===== config.mk =====
export PLATFORM = sky130hd
export DESIGN_NAME = pc_sequencer_flat
export DESIGN_NICKNAME = d
export VERILOG_FILES = /design/src/rtl/pc_seq_pkg.sv /design/src/rtl/pc_sequencer_if.sv /design/src/rtl/ras_stack.sv /design/src/rtl/pc_sequencer.sv /design/src/flat_wrapper.sv
export SDC_FILE = /design/constraint.sdc
export NUM_CORES = 1
export LEC_CHECK = 0
export ABC_AREA = 1
export CORE_MARGIN = 8
export CORE_UTILIZATION = 38
export CTS_BUF_LIST = sky130_fd_sc_hd__clkbuf_4
export DETAILED_ROUTE_END_ITERATION = 10
export PLACE_DENSITY = 0.67
export SYNTH_ARGS = -nofsm -noshare
export SYNTH_HDL_FRONTEND = slang
export SYNTH_SLANG_ARGS = --single-unit

===== constraint.sdc =====
create_clock -name clk -period 4.2 [get_ports clk]
set_clock_uncertainty 0.1 [all_clocks]
set_input_delay 0.84 -clock clk [delete_from_list [all_inputs] [get_ports clk]]
set_output_delay 0.84 -clock clk [all_outputs]
set_load 0.01 [all_outputs]

===== src/rtl/pc_seq_pkg.sv =====
// Shared types for the program-counter sequencer.
// Op encodings and op-field width.
package pc_seq_pkg;

    localparam int OP_W = 3;

    typedef enum logic [OP_W-1:0] {
        OP_HOLD   = 3'd0,
        OP_INC    = 3'd1,
        OP_LOAD   = 3'd2,
        OP_BRANCH = 3'd3,
        OP_CALL   = 3'd4,
        OP_RET    = 3'd5
    } op_t;

endpackage


===== src/rtl/pc_sequencer_if.sv =====
// Fetch-control <-> PC sequencer bundle.
// master = fetch control, slave = sequencer.
interface pc_sequencer_if
    import pc_seq_pkg::*;
#(
    parameter int WIDTH = 8
);

    logic             en;
    logic [OP_W-1:0]  op;
    logic [WIDTH-1:0] target;
    logic [WIDTH-1:0] offset;
    logic [WIDTH-1:0] pc_out;
    logic [WIDTH-1:0] next_pc;
    logic             stack_full;
    logic             stack_empty;
    logic             err;
    logic [WIDTH-1:0] trace_out;

    modport master (
        output en, op, target, offset,
        input  pc_out, next_pc, stack_full,
        input  stack_empty, err, trace_out
    );

    modport slave (
        input  en, op, target, offset,
        output pc_out, next_pc, stack_full,
        output stack_empty, err, trace_out
    );

endinterface


===== src/rtl/ras_stack.sv =====
// Circular return-address stack; a push when full
// overwrites the oldest entry.
module ras_stack #(
    parameter int WIDTH = 8,
    parameter int DEPTH = 4
) (
    input  logic             clk,
    input  logic             reset,
    input  logic             push,
    input  logic             pop,
    input  logic [WIDTH-1:0] push_data,
    output logic [WIDTH-1:0] top,
    output logic             full,
    output logic             empty,
    output logic             overflow,
    output logic             underflow
);

    localparam int PW = $clog2(DEPTH);
    localparam int CW = PW + 1;

    logic [WIDTH-1:0] mem [DEPTH];
    logic [PW-1:0]    ptr;
    logic [CW-1:0]    cnt;

    assign full      = (cnt == CW'(DEPTH));
    assign empty     = (cnt == '0);
    assign overflow  = push && full;
    assign underflow = pop && empty;
    // ptr is the next write slot; the top sits just below it
    assign top       = mem[ptr - PW'(1)];

    always_ff @(posedge clk) begin
        if (push) begin
            mem[ptr] <= push_data;
        end
    end

    always_ff @(posedge clk or negedge reset) begin
        if (!reset) begin
            ptr <= '0;
            cnt <= '0;
        end else if (push) begin
            ptr <= ptr + PW'(1);
            if (!full) begin
                cnt <= cnt + CW'(1);
            end
        end else if (pop && !empty) begin
            ptr <= ptr - PW'(1);
            cnt <= cnt - CW'(1);
        end
    end

endmodule


===== src/rtl/pc_sequencer.sv =====
// Parametrised PC sequencer with jumps and CALL/RET stack.
// Optional PC trace shift register: define PC_TRACE_EN.
module pc_sequencer
    import pc_seq_pkg::*;
#(
    parameter int WIDTH       = 8,
    parameter int STEP        = 1,
    parameter int RESET_PC    = 0,
    parameter int STACK_DEPTH = 4,
    parameter int TRACE_DEPTH = 4
) (
    input logic clk,
    input logic reset,
    pc_sequencer_if.slave bus
);

    localparam logic [WIDTH-1:0] STEP_V  = WIDTH'(STEP);
    localparam logic [WIDTH-1:0] RESET_V = WIDTH'(RESET_PC);

    logic [WIDTH-1:0] pc_q;
    logic [WIDTH-1:0] nxt;
    logic [WIDTH-1:0] top;
    logic             err_q;
    logic             do_inc;
    logic             do_load;
    logic             do_branch;
    logic             do_call;
    logic             do_ret;
    logic             full;
    logic             empty;
    logic             ovf;
    logic             unf;

    assign do_inc    = bus.en && (bus.op == OP_INC);
    assign do_load   = bus.en && (bus.op == OP_LOAD);
    assign do_branch = bus.en && (bus.op == OP_BRANCH);
    assign do_call   = bus.en && (bus.op == OP_CALL);
    assign do_ret    = bus.en && (bus.op == OP_RET);

    ras_stack #(
        .WIDTH (WIDTH),
        .DEPTH (STACK_DEPTH)
    ) u_ras (
        .clk       (clk),
        .reset     (reset),
        .push      (do_call),
        .pop       (do_ret),
        .push_data (pc_q + STEP_V),
        .top       (top),
        .full      (full),
        .empty     (empty),
        .overflow  (ovf),
        .underflow (unf)
    );

    always_comb begin
        nxt = pc_q;
        unique case (1'b1)
            do_inc:           nxt = pc_q + STEP_V;
            do_load, do_call: nxt = bus.target;
            do_branch:        nxt = pc_q + bus.offset;
            do_ret:           nxt = empty ? pc_q : top;
            default:          nxt = pc_q;
        endcase
    end

    always_ff @(posedge clk or negedge reset) begin
        if (!reset) begin
            pc_q  <= RESET_V;
            err_q <= 1'b0;
        end else begin
            pc_q  <= nxt;
            err_q <= ovf || unf;
        end
    end

    assign bus.pc_out      = pc_q;
    assign bus.next_pc     = nxt;
    assign bus.stack_full  = full;
    assign bus.stack_empty = empty;
    assign bus.err         = err_q;

`ifdef PC_TRACE_EN
    logic [WIDTH-1:0] trace_q [TRACE_DEPTH];

    always_ff @(posedge clk or negedge reset) begin
        if (!reset) begin
            for (int i = 0; i < TRACE_DEPTH; i++) begin
                trace_q[i] <= '0;
            end
        end else if (bus.en) begin
            trace_q[0] <= pc_q;
            for (int i = 1; i < TRACE_DEPTH; i++) begin
                trace_q[i] <= trace_q[i-1];
            end
        end
    end

    assign bus.trace_out = trace_q[TRACE_DEPTH-1];
`else
    assign bus.trace_out = '0;
`endif

endmodule

===== src/flat_wrapper.sv =====
// flat-port wrapper written by rule: the top's interface ports become plain ports
module pc_sequencer_flat import pc_seq_pkg::*;
#(
    parameter int WIDTH       = 8,
    parameter int STEP        = 1,
    parameter int RESET_PC    = 0,
    parameter int STACK_DEPTH = 4,
    parameter int TRACE_DEPTH = 4
)
  (clk, reset, bus_en, bus_op, bus_target, bus_offset, bus_pc_out, bus_next_pc, bus_stack_full, bus_stack_empty, bus_err, bus_trace_out);
  pc_sequencer_if #(.WIDTH(WIDTH)) bus_i ();
  input logic clk;
  input logic reset;
  input wire logic [$bits(bus_i.en)-1:0] bus_en;
  input wire logic [$bits(bus_i.op)-1:0] bus_op;
  input wire logic [$bits(bus_i.target)-1:0] bus_target;
  input wire logic [$bits(bus_i.offset)-1:0] bus_offset;
  output wire logic [$bits(bus_i.pc_out)-1:0] bus_pc_out;
  output wire logic [$bits(bus_i.next_pc)-1:0] bus_next_pc;
  output wire logic [$bits(bus_i.stack_full)-1:0] bus_stack_full;
  output wire logic [$bits(bus_i.stack_empty)-1:0] bus_stack_empty;
  output wire logic [$bits(bus_i.err)-1:0] bus_err;
  output wire logic [$bits(bus_i.trace_out)-1:0] bus_trace_out;
  assign bus_i.en = bus_en;
  assign bus_i.op = bus_op;
  assign bus_i.target = bus_target;
  assign bus_i.offset = bus_offset;
  assign bus_pc_out = bus_i.pc_out;
  assign bus_next_pc = bus_i.next_pc;
  assign bus_stack_full = bus_i.stack_full;
  assign bus_stack_empty = bus_i.stack_empty;
  assign bus_err = bus_i.err;
  assign bus_trace_out = bus_i.trace_out;
  pc_sequencer #(.WIDTH(WIDTH), .STEP(STEP), .RESET_PC(RESET_PC), .STACK_DEPTH(STACK_DEPTH), .TRACE_DEPTH(TRACE_DEPTH)) u_core (.clk(clk), .reset(reset), .bus(bus_i));
endmodule

==> results of run 1 <==
==> final timing paths <==
kind | endpoint | start | slack, ps
worst max-delay path | bus_next_pc[2] | bus_offset[0] | 260
worst min-delay path | u_core.u_ras.cnt[0] | u_core.u_ras.cnt[0] | 430
worst max register to register | u_core.bus.pc_out[2] | u_core.bus.pc_out[0] | 2180
worst min register to register | u_core.u_ras.cnt[0] | u_core.u_ras.cnt[0] | 430
max in group asynchronous | u_core.bus.pc_out[7] | reset | 2780
min in group asynchronous | u_core.u_ras.cnt[1] | reset | 780
==> cells by family (layout without fill, tap and decap cells) <==
kind of cell | Yosys count | after routing | synth area share [%]
AOI/OAI and AO/OA | 26 | 26 | 5.28
other | 1 | 8 | 0.135
adders and majority gates | 14 | 14 | 6.86
xor gates and xnor gates | 6 | 6 | 1.90
DFF | 46 | 46 | 47.3
buffers and inverters | 59 | 98 | 9.75
and+or+nand+nor | 177 | 177 | 28.8
==> per-layer routing <==
| layer | vias to the layer above | global-route usage [%] | routed length, um |
|---|---|---|---|
| met3 | 8 | 2.13 | 252 |
| li1 | 1134 | - | - |
| met1 | 995 | 15.8 | 2850 |
| met5 | - | 0 | 0 |
| met2 | 57 | 23.8 | 3140 |
| met4 | 0 | 4.47 | 104 |
==> through the flow <==
step	worst slack, ps	std cells
floorplan	1210	336
global placement	290	466
detailed placement	245	466
CTS	236	474
global route	137	474
finish	257	474
==> cell usage after synthesis (3+ instances only) <==
master,instances,area [um^2]
nand2_1,95,357
inv_1,42,158
nand3_1,33,165
edfxtp_1,32,961
nor2_1,28,105
dfrtp_1,14,350
ha_1,12,150
buf_4,10,75.1
o21ai_0,10,50.1
a21oi_1,7,35.0
inv_2,4,15.0
nand2_2,4,25.0
or2_2,4,25.0
xor2_1,4,35.0
nand4_1,3,18.8
o22ai_1,3,18.8
==> state kept, by name, summed over array words and instances (netlist names) <==
name and cells:
u_core.bus.err 1, u_core.bus.pc_out 8, u_core.u_ras.cnt 3, u_core.u_ras.mem 32
u_core.u_ras.ptr 2
==> worst reg2reg max path, stage by stage (launching register included) <==
cell	delay [ps]
dfrtp_1	490
ha_1	270
fa_1	410
or2_2	300
nand3_1	90
nand3_1	70
a21oi_1	120
nand2_1	80
==> power groups by stage <==
stage,logic [mW],registers [mW],clock network [mW]
floorplan,0.632,0.706,0
global placement,0.984,0.709,0
detailed placement,1.00,0.712,0
CTS,1.01,0.702,0.331
global route,1.14,0.717,0.343
finish,0.999,0.701,0.328
==> cell type report <==
type,count,area [um^2],area share [%]
clock buffer,5,37.5,1.12
sequential,46,1310,39.1
clock inverter,3,63.8,1.90
tap,99,124,3.69
timing repair buffer,43,423,12.6
multi-input combinational,231,1220,36.3
inverter,47,179,5.33
==> summary.txt, run 1 <==
Status
  – Run status: completed

Floorplanning
  – Die span in y: ~100 um
  – Row Count: 31
  – CORE AREA: about 7200 um^2
  – Number of top-level pins: a little under 50
  – DIE WIDTH: between 100 and 150 um
  – Initial Util: approximately two fifths
  – Die area: around 10000 um^2

Clock tree
  – CTS Hold Buffers Added: 0
  – Post-cts resize count: 0
  – CTS clk-pin slew, worst paths: around 140 ps
  – Clk sink count: 46
  – Root buffer cell: clkbuf_4
  – H-tree Lvls: 2
  – Total CTS buffers: 5
  – Clk_lat worst skew: between 300 and 400 ps
  – Post-CTS setup buffer count: 0
  – Max clock buf depth: 2
  – CTS tree: built

STA
  – Worst-Margin Slew: between 800 and 900 ps
  – Fmax: roughly 0.25 GHz
  – Final Hold Viols: 0
  – Worst slew margin: a little under half
  – Post-layout minimum cycle time: about 4000 ps
  – Fin crit share: 93.9%
  – Setup violations, final: 0
  – Count of pins over their slew limit: 0
  – Setup TNS: 0 ps
  – Hold slack: around 430 ps
  – Unrepaired setup endpoints after global routing: false

Power
  – P_int: ~1.2 mW
  – Clock power frac: between 15 and 20%
  – Worst vdd ir: roughly 0.00027 V
  – Power, Total: about 2 mW
  – Net Sw Frac: 40.6%
  – Leakage: about 1.5 nW
  – Psw: roughly 0.82 mW
  – PwrDens: 605 nW/um^2
  – Comb pwr share: just under 50%
  – Reg power frac: about a third

Flow run
  – Max cap viols: 0

Critical path
  – Slowest-stage cell, CP: clkdlybuf4s50_1
  – Worst endpoint required time: between 3000 and 4000 ps
  – Worst R2R Path Depth: 7
  – Levels on crit path: 9
  – Worst-path cell chain: clkdlybuf4s50_1, ha_1, fa_1, or2_2, nand3_1, nand3_1, a21oi_1, nand2_1, clkdlybuf4s50_1
  – Setup crit start kind: input pin
  – CP max stage delay: 490 ps
  – Crit. End Element: output port
  – Crit path buf inv count: 2
  – CP Class: input pin to output port
  – Crit-path max FO: 3
  – Crit path DAT: ~3000 ps
  – Top Family by Delay on Critical Path: buffers and inverters

Logic synthesis
  – Average cell area after synthesis: approximately 8.4 um^2
  – Post-synth top flop: edfxtp_1
  – Post-synth cell types: 34
  – Seq/Total Area, Yosys: 47.3%
  – EDFF count, synth: 32
  – Post-synth ARST share: approximately 30%
  – YS warnings: 0
  – Synthesized flop and latch total: 46
  – Post-Syn Instances: about 330
  – Post-Syn Area: ~2800 um^2

Routing
  – Routed len/inst: ~13 um
  – Via density: between 4 and 5
  – Drt pass-1 iters: 5
  – Post-route ant nets: 0
  – Routed WL: around 6.3 mm
  – Initial DRC count: 119
  – Vias: between 2000 and 2500
  – DRC errors left: 0

Finish
  – Final Cell Area: between 3000 and 4000 um^2
  – Most frequent cells in the layout: nand2_1, inv_1, clkdlybuf4s50_1
  – Synth-to-layout area growth: 21.0%
  – Layout cells sized above 1: 8.27%
  – Ant. Diodes: 0
  – Fin util: approximately 47%
  – Fill cells: between 600 and 700
  – Final net count: slightly above 400
  – Most common cell after layout, fill and taps aside: nand2_1

Global routing
  – First-pass GRT wire length: 10.9 mm
  – Vias in the first global route: about 2300
  – GR Overflow Total: 0
  – Pin count of the biggest net entering global routing: 20
  – Initial antenna violation count: 0
  – Total GRT Usage: 13.3%

Place
  – Area post-placement: around 3300 um^2
  – Input/output buffers: 40
  – Final RePlAce weighted congestion: 0.831
  – HPWL after detailed placement: between 4 and 5 mm

Worst hold path
  – WHS Path Cells: 1
  – Min-Delay Path Class: register to register
No activity file was read; power rests on OpenSTA's default activity.
==> inputs of run 2 (changes only) <==
--- a/config.mk
+++ b/config.mk
@@ -7,10 +7,11 @@
 export LEC_CHECK = 0
 export ABC_AREA = 1
 export CORE_MARGIN = 8
-export CORE_UTILIZATION = 38
+export CORE_UTILIZATION = 59
 export CTS_BUF_LIST = sky130_fd_sc_hd__clkbuf_4
 export DETAILED_ROUTE_END_ITERATION = 10
-export PLACE_DENSITY = 0.67
+export GPL_TIMING_DRIVEN = 0
+export PLACE_DENSITY = 0.94
 export SYNTH_ARGS = -nofsm -noshare
 export SYNTH_HDL_FRONTEND = slang
 export SYNTH_SLANG_ARGS = --single-unit
==> summary.txt, run 2 (synthesis results as in run 1) <==
Flow run
  – Max cap viols: 0

Floorplanning
  – Row Count: 25
  – Initial Util: between 50% and 60%
  – Number of top-level pins: about 50
  – DIE WIDTH: approximately 85 um
  – Die area: ~7000 um^2
  – Die span in y: between 80 and 90 um
  – CORE AREA: between 4000 and 5000 um^2

Finish
  – Most common cell after layout, fill and taps aside: nand2_1
  – Fill cells: about 290
  – Largest register FFs: 32
  – Most frequent cells in the layout: nand2_1, inv_1, clkdlybuf4s50_1
  – Layout cells sized above 1: 11.1%
  – Ant. Diodes: 0
  – Synth-to-layout area growth: 22.1%
  – Final Cell Area: between 3000 and 4000 um^2
  – Final net count: between 400 and 500
  – Fin util: around 73%
  – Largest Register: u_core.u_ras.mem

Routing
  – Initial DRC count: roughly 250
  – Vias: ~2400
  – Via density: about 5.5
  – DRC errors left: 0
  – Routed len/inst: ~16 um
  – Post-route ant nets: 0
  – Routed WL: 6.88 mm
  – Drt pass-1 iters: 4

Critical path
  – Worst-path cell chain: clkdlybuf4s50_1, ha_1, fa_1, or2_2, nand3_1, nand3_1, a21oi_1, nand2_1, clkdlybuf4s50_1
  – Crit path buf inv count: 2
  – Crit-path max FO: 3
  – Crit. End Element: output port
  – Crit path DAT: between 3000 and 4000 ps
  – Slowest-stage cell, CP: clkdlybuf4s50_1
  – Worst endpoint required time: 3260 ps
  – CP max stage delay: 490 ps
  – CP Class: input pin to output port
  – Setup crit start kind: input pin
  – Top Family by Delay on Critical Path: buffers and inverters

Place
  – HPWL after detailed placement: around 5.2 mm
  – Input/output buffers: 40
  – Final RePlAce weighted congestion: approximately 0.8
  – Area post-placement: 3270 um^2
  – Pre-CTS WS: approximately 180 ps

Power
  – Worst vdd ir: about 0.00042 V
  – Leakage: about 1.6 nW
  – Power, Total: ~2.1 mW
  – PwrDens: just over 600 nW/um^2

STA
  – Worst-Margin Slew: ~840 ps
  – Fin crit share: a little over nine tenths
  – Setup violations, final: 0
  – Worst slew margin: a little over two fifths
  – Post-layout minimum cycle time: between 4000 and 5000 ps
  – Fmax: between 0.2 and 0.25 GHz
  – Crit path setup slack, layout: roughly 140 ps
  – Final Hold Viols: 0
  – Count of pins over their slew limit: 0

Clock tree
  – CTS Hold Buffers Added: 0
  – H-tree Lvls: 2
  – Clk_lat worst skew: approximately 370 ps
  – Root buffer cell: clkbuf_4
  – CTS clk-pin slew, worst paths: between 100 and 150 ps
  – Max clock buf depth: 2
  – Clk sink count: 46
  – Total CTS buffers: 5
  – CTS tree: built

Status
  – Run status: completed

Global routing
  – Total GRT Usage: between 10% and 20%
  – GR Overflow Total: 0
  – Pin count of the biggest net entering global routing: 15
  – First-pass GRT wire length: roughly 11 mm
  – Vias in the first global route: roughly 2500
  – Initial antenna violation count: 0

Worst hold path
  – Min-Delay Path Class: register to register
-- run 2: changes by cell type in the layout (fill, tap and decap cells not counted), sizes merged --
| cell | change |
|---|---|
| inv | -1 |
| clkinvlp | +2 |
| buf | +10 |
-- run 2: cell type report --
cell class                      count  area [um^2]  area share, %
Sequential cell                    46         1310           38.8
Multi-Input combinational cell    231         1220           35.9
Timing Repair Buffer               41          408           12.1
Inverter                           47          183           5.40
Buffer                             12         91.3           2.70
Tap cell                           54         67.6           2.00
Clock inverter                      3         63.8           1.89
Clock buffer                        5         37.5           1.11
Timing Repair inverter              1         5.00          0.148
-- run 2: final timing paths --
| kind | startpoint | to | slack [ps] | cells after the start |
|---|---|---|---|---|
| min in group asynchronous | reset | u_core.bus.pc_out[5] | 760 | 1 |
| max reg2reg | u_core.u_ras.ptr[0] | u_core.bus.pc_out[2] | 1750 | 10 |
| min | u_core.u_ras.cnt[0] | u_core.u_ras.cnt[0] | 470 | 1 |
| min reg2reg | u_core.u_ras.cnt[0] | u_core.u_ras.cnt[0] | 470 | 1 |
| max | bus_offset[0] | bus_next_pc[2] | 140 | 9 |
| max in group asynchronous | reset | u_core.bus.err | 2820 | 1 |
-- run 2: what timing repair did --
action / CTS / global route
buffers inserted: 0 / 1
endpoints found under the setup margin: 0 / 3
resized for setup: 0 / 1
-- run 2: power breakdown --
part | internal [mW] | switching, mW | leakage (nW) | total (mW)
Combinational | 0.441 | 0.630 | 1.05 | 1.07
Clock | 0.183 | 0.146 | 0.0528 | 0.329
Sequential | 0.607 | 0.0969 | 0.461 | 0.703
-- run 2: per-layer routing --
layer	part of all wire (%)	global-route usage, %	wire (um)	vias to the layer above
met5	0	0	0	-
met4	3.5	11.5	238	0
met3	6.7	3.90	463	22
met2	53	35.6	3630	107
met1	37	21.4	2540	1128
li1	-	-	-	1161
-- run 2: stage by stage --
| stage | setup TNS, ps | cells | hold WS (ps) |
|---|---|---|---|
| floorplan | 0 | 336 | 399 |
| global placement | 0 | 430 | 415 |
| detailed placement | 0 | 430 | 442 |
| CTS | 0 | 438 | 477 |
| global route | -29.2 | 440 | 488 |
| finish | 0 | 440 | 468 |
==> inputs of run 3 (changes only) <==
--- a/config.mk
+++ b/config.mk
@@ -12,6 +12,7 @@
 export DETAILED_ROUTE_END_ITERATION = 10
 export GPL_TIMING_DRIVEN = 0
 export PLACE_DENSITY = 0.94
+export SLEW_MARGIN = 20
 export SYNTH_ARGS = -nofsm -noshare
 export SYNTH_HDL_FRONTEND = slang
 export SYNTH_SLANG_ARGS = --single-unit
==> results of run 3 <==
No change in the layout: final DEF, timing and power equal those of run 2.
==> variant, RTL diff (settings of run 1) <==
`WIDTH` is set to 8 in 4 places; all go to 10.
--- a/src/rtl/pc_sequencer_if.sv
+++ b/src/rtl/pc_sequencer_if.sv
@@ -3,7 +3,7 @@
 interface pc_sequencer_if
     import pc_seq_pkg::*;
 #(
-    parameter int WIDTH = 8
+    parameter int WIDTH = 10
 );
 
     logic             en;
--- a/src/rtl/ras_stack.sv
+++ b/src/rtl/ras_stack.sv
@@ -1,7 +1,7 @@
 // Circular return-address stack; a push when full
 // overwrites the oldest entry.
 module ras_stack #(
-    parameter int WIDTH = 8,
+    parameter int WIDTH = 10,
     parameter int DEPTH = 4
 ) (
     input  logic             clk,
--- a/src/rtl/pc_sequencer.sv
+++ b/src/rtl/pc_sequencer.sv
@@ -3,7 +3,7 @@
 module pc_sequencer
     import pc_seq_pkg::*;
 #(
-    parameter int WIDTH       = 8,
+    parameter int WIDTH       = 10,
     parameter int STEP        = 1,
     parameter int RESET_PC    = 0,
     parameter int STACK_DEPTH = 4,
--- a/src/flat_wrapper.sv
+++ b/src/flat_wrapper.sv
@@ -1,7 +1,7 @@
 // flat-port wrapper written by rule: the top's interface ports become plain ports
 module pc_sequencer_flat import pc_seq_pkg::*;
 #(
-    parameter int WIDTH       = 8,
+    parameter int WIDTH       = 10,
     parameter int STEP        = 1,
     parameter int RESET_PC    = 0,
     parameter int STACK_DEPTH = 4,
Ports: changed (5 resized); port bits go from 49 to 59. No check against the original RTL was run, so the function may have changed too.
==> variant against run 1 <==
- routed wire length rose by 36%
- synthesized area increased by 21%
- first-iteration DRC count is 9.2% higher
- worst hold slack better by 21 ps
- highest routed layer unchanged
- power grew 18%
- sequential share of layout area up 0.53 points
- synthesized cell count increased by 24%
- setup slack worse by 3.7 ps
- design area grew 21%
- sequential cell count up 10
==> variant: results (changes against run 1) <==
- Final net count: 505 (+23%)
- Worst Path Arrival: 3010 ps (about the same)
- Status: finished, final reports clean
- Pre-Repair DR Iteration Count: 4 (-1)
- Global Route met2 Usage: 26.0% (+2.1 points)
- Insertion delay of the later-clocked pin in the worst-skew pair: 380 ps (+30 ps)
- Met1 routing resource usage after global routing: 18.9% (+3.1 points)
- DP Wirelength: 6570 um (+34%)
- Worst R2R Setup Slack: 1940 ps (-240 ps)
- First-pass GRT wire length: 14100 um (+30%)
- Worst Path Max Fanout: 8 (+5)
- Global router's overall resource usage: 15.0% (+1.6 points)
- VDD IR max: 0.000316 V (+17%)
- Switching share of power: 44.7% (+4.1 points)
- RR Endpoint: u_core.bus.pc_out[9]$_DFF_PN0_
- Reg2reg path depth: 11 (+4)
- Final Hold Slack: 455 ps (+20.8 ps)
- Asr flop ratio synth: 28.6% (-1.9 points)
- Most frequent cells after synthesis: nand2_1 (118), inv_1 (50), nand3_1 (46)
- Gp weighted congestion: 0.970 (+17%)
- Number of global-route vias before repair: 2741 (+18%)
- Launching point of the worst reg2reg path: u_core.u_ras.ptr[0]$_DFFE_PN0P_
- Routed WL per cell: 15.0 um (+13%)
- Cell Count Post-Placement: 564 (+21%)
- Via-to-Cell Ratio: 4.82 (+4.2%)
## variant: cell type report
type | count | area, um2 | share of cell area [%]
Tap cell | 108 | 135 | 3.34
Timing Repair Buffer | 58 | 563 | 13.9
Sequential cell | 56 | 1600 | 39.6
Inverter | 51 | 195 | 4.83
Clock buffer | 6 | 45.0 | 1.11
Clock inverter | 2 | 16.3 | 0.402
Multi-Input combinational cell | 291 | 1490 | 36.8
## variant: logic make-up after synthesis
family | after synthesis | share of synthesized area, %
simple gates | 222 | 28.6
xor+xnor | 9 | 2.35
flops | 56 | 47.7
fa+ha+maj | 16 | 6.41
buf+inv | 69 | 9.09
other cells | 1 | 0.112
compound gates | 34 | 5.81
## variant: power groups by stage
stage	Sequential, mW	Combinational, mW	Clock, mW
floorplan	0.850	0.807	0
global placement	0.865	1.26	0
detailed placement	0.867	1.30	0
CTS	0.856	1.30	0.255
global route	0.872	1.48	0.270
finish	0.858	1.30	0.245
## variant: metrics by stage
step | power [mW] | instance area, um2 | setup WS (ps)
2_1_floorplan | 1.66 | 3390 | 1140
3_3_place_gp | 2.13 | 3970 | 163
3_5_place_dp | 2.16 | 3970 | 122
4_1_cts | 2.41 | 4030 | 108
5_1_grt | 2.62 | 4040 | 63.1
6_report | 2.40 | 4040 | 253
## variant: metal layers
layer / vias up / part of all wire, % / wire length, um
li1: 1426 / - / -
met1: 1249 / 45 / 3850
met2: 75 / 49 / 4220
met3: 8 / 5.1 / 439
met4: 0 / 1.1 / 95
met5: - / 0 / 0
## variant: critical path, cell delays in order
cell and delay [ps]:
clkdlybuf4s50_1 570, nand2_1 120, nor2_4 260, nand2_4 130
inv_1 160, nand3_1 100, nand3_1 90, nor2_1 50
nand3_1 110, clkdlybuf4s50_1 570
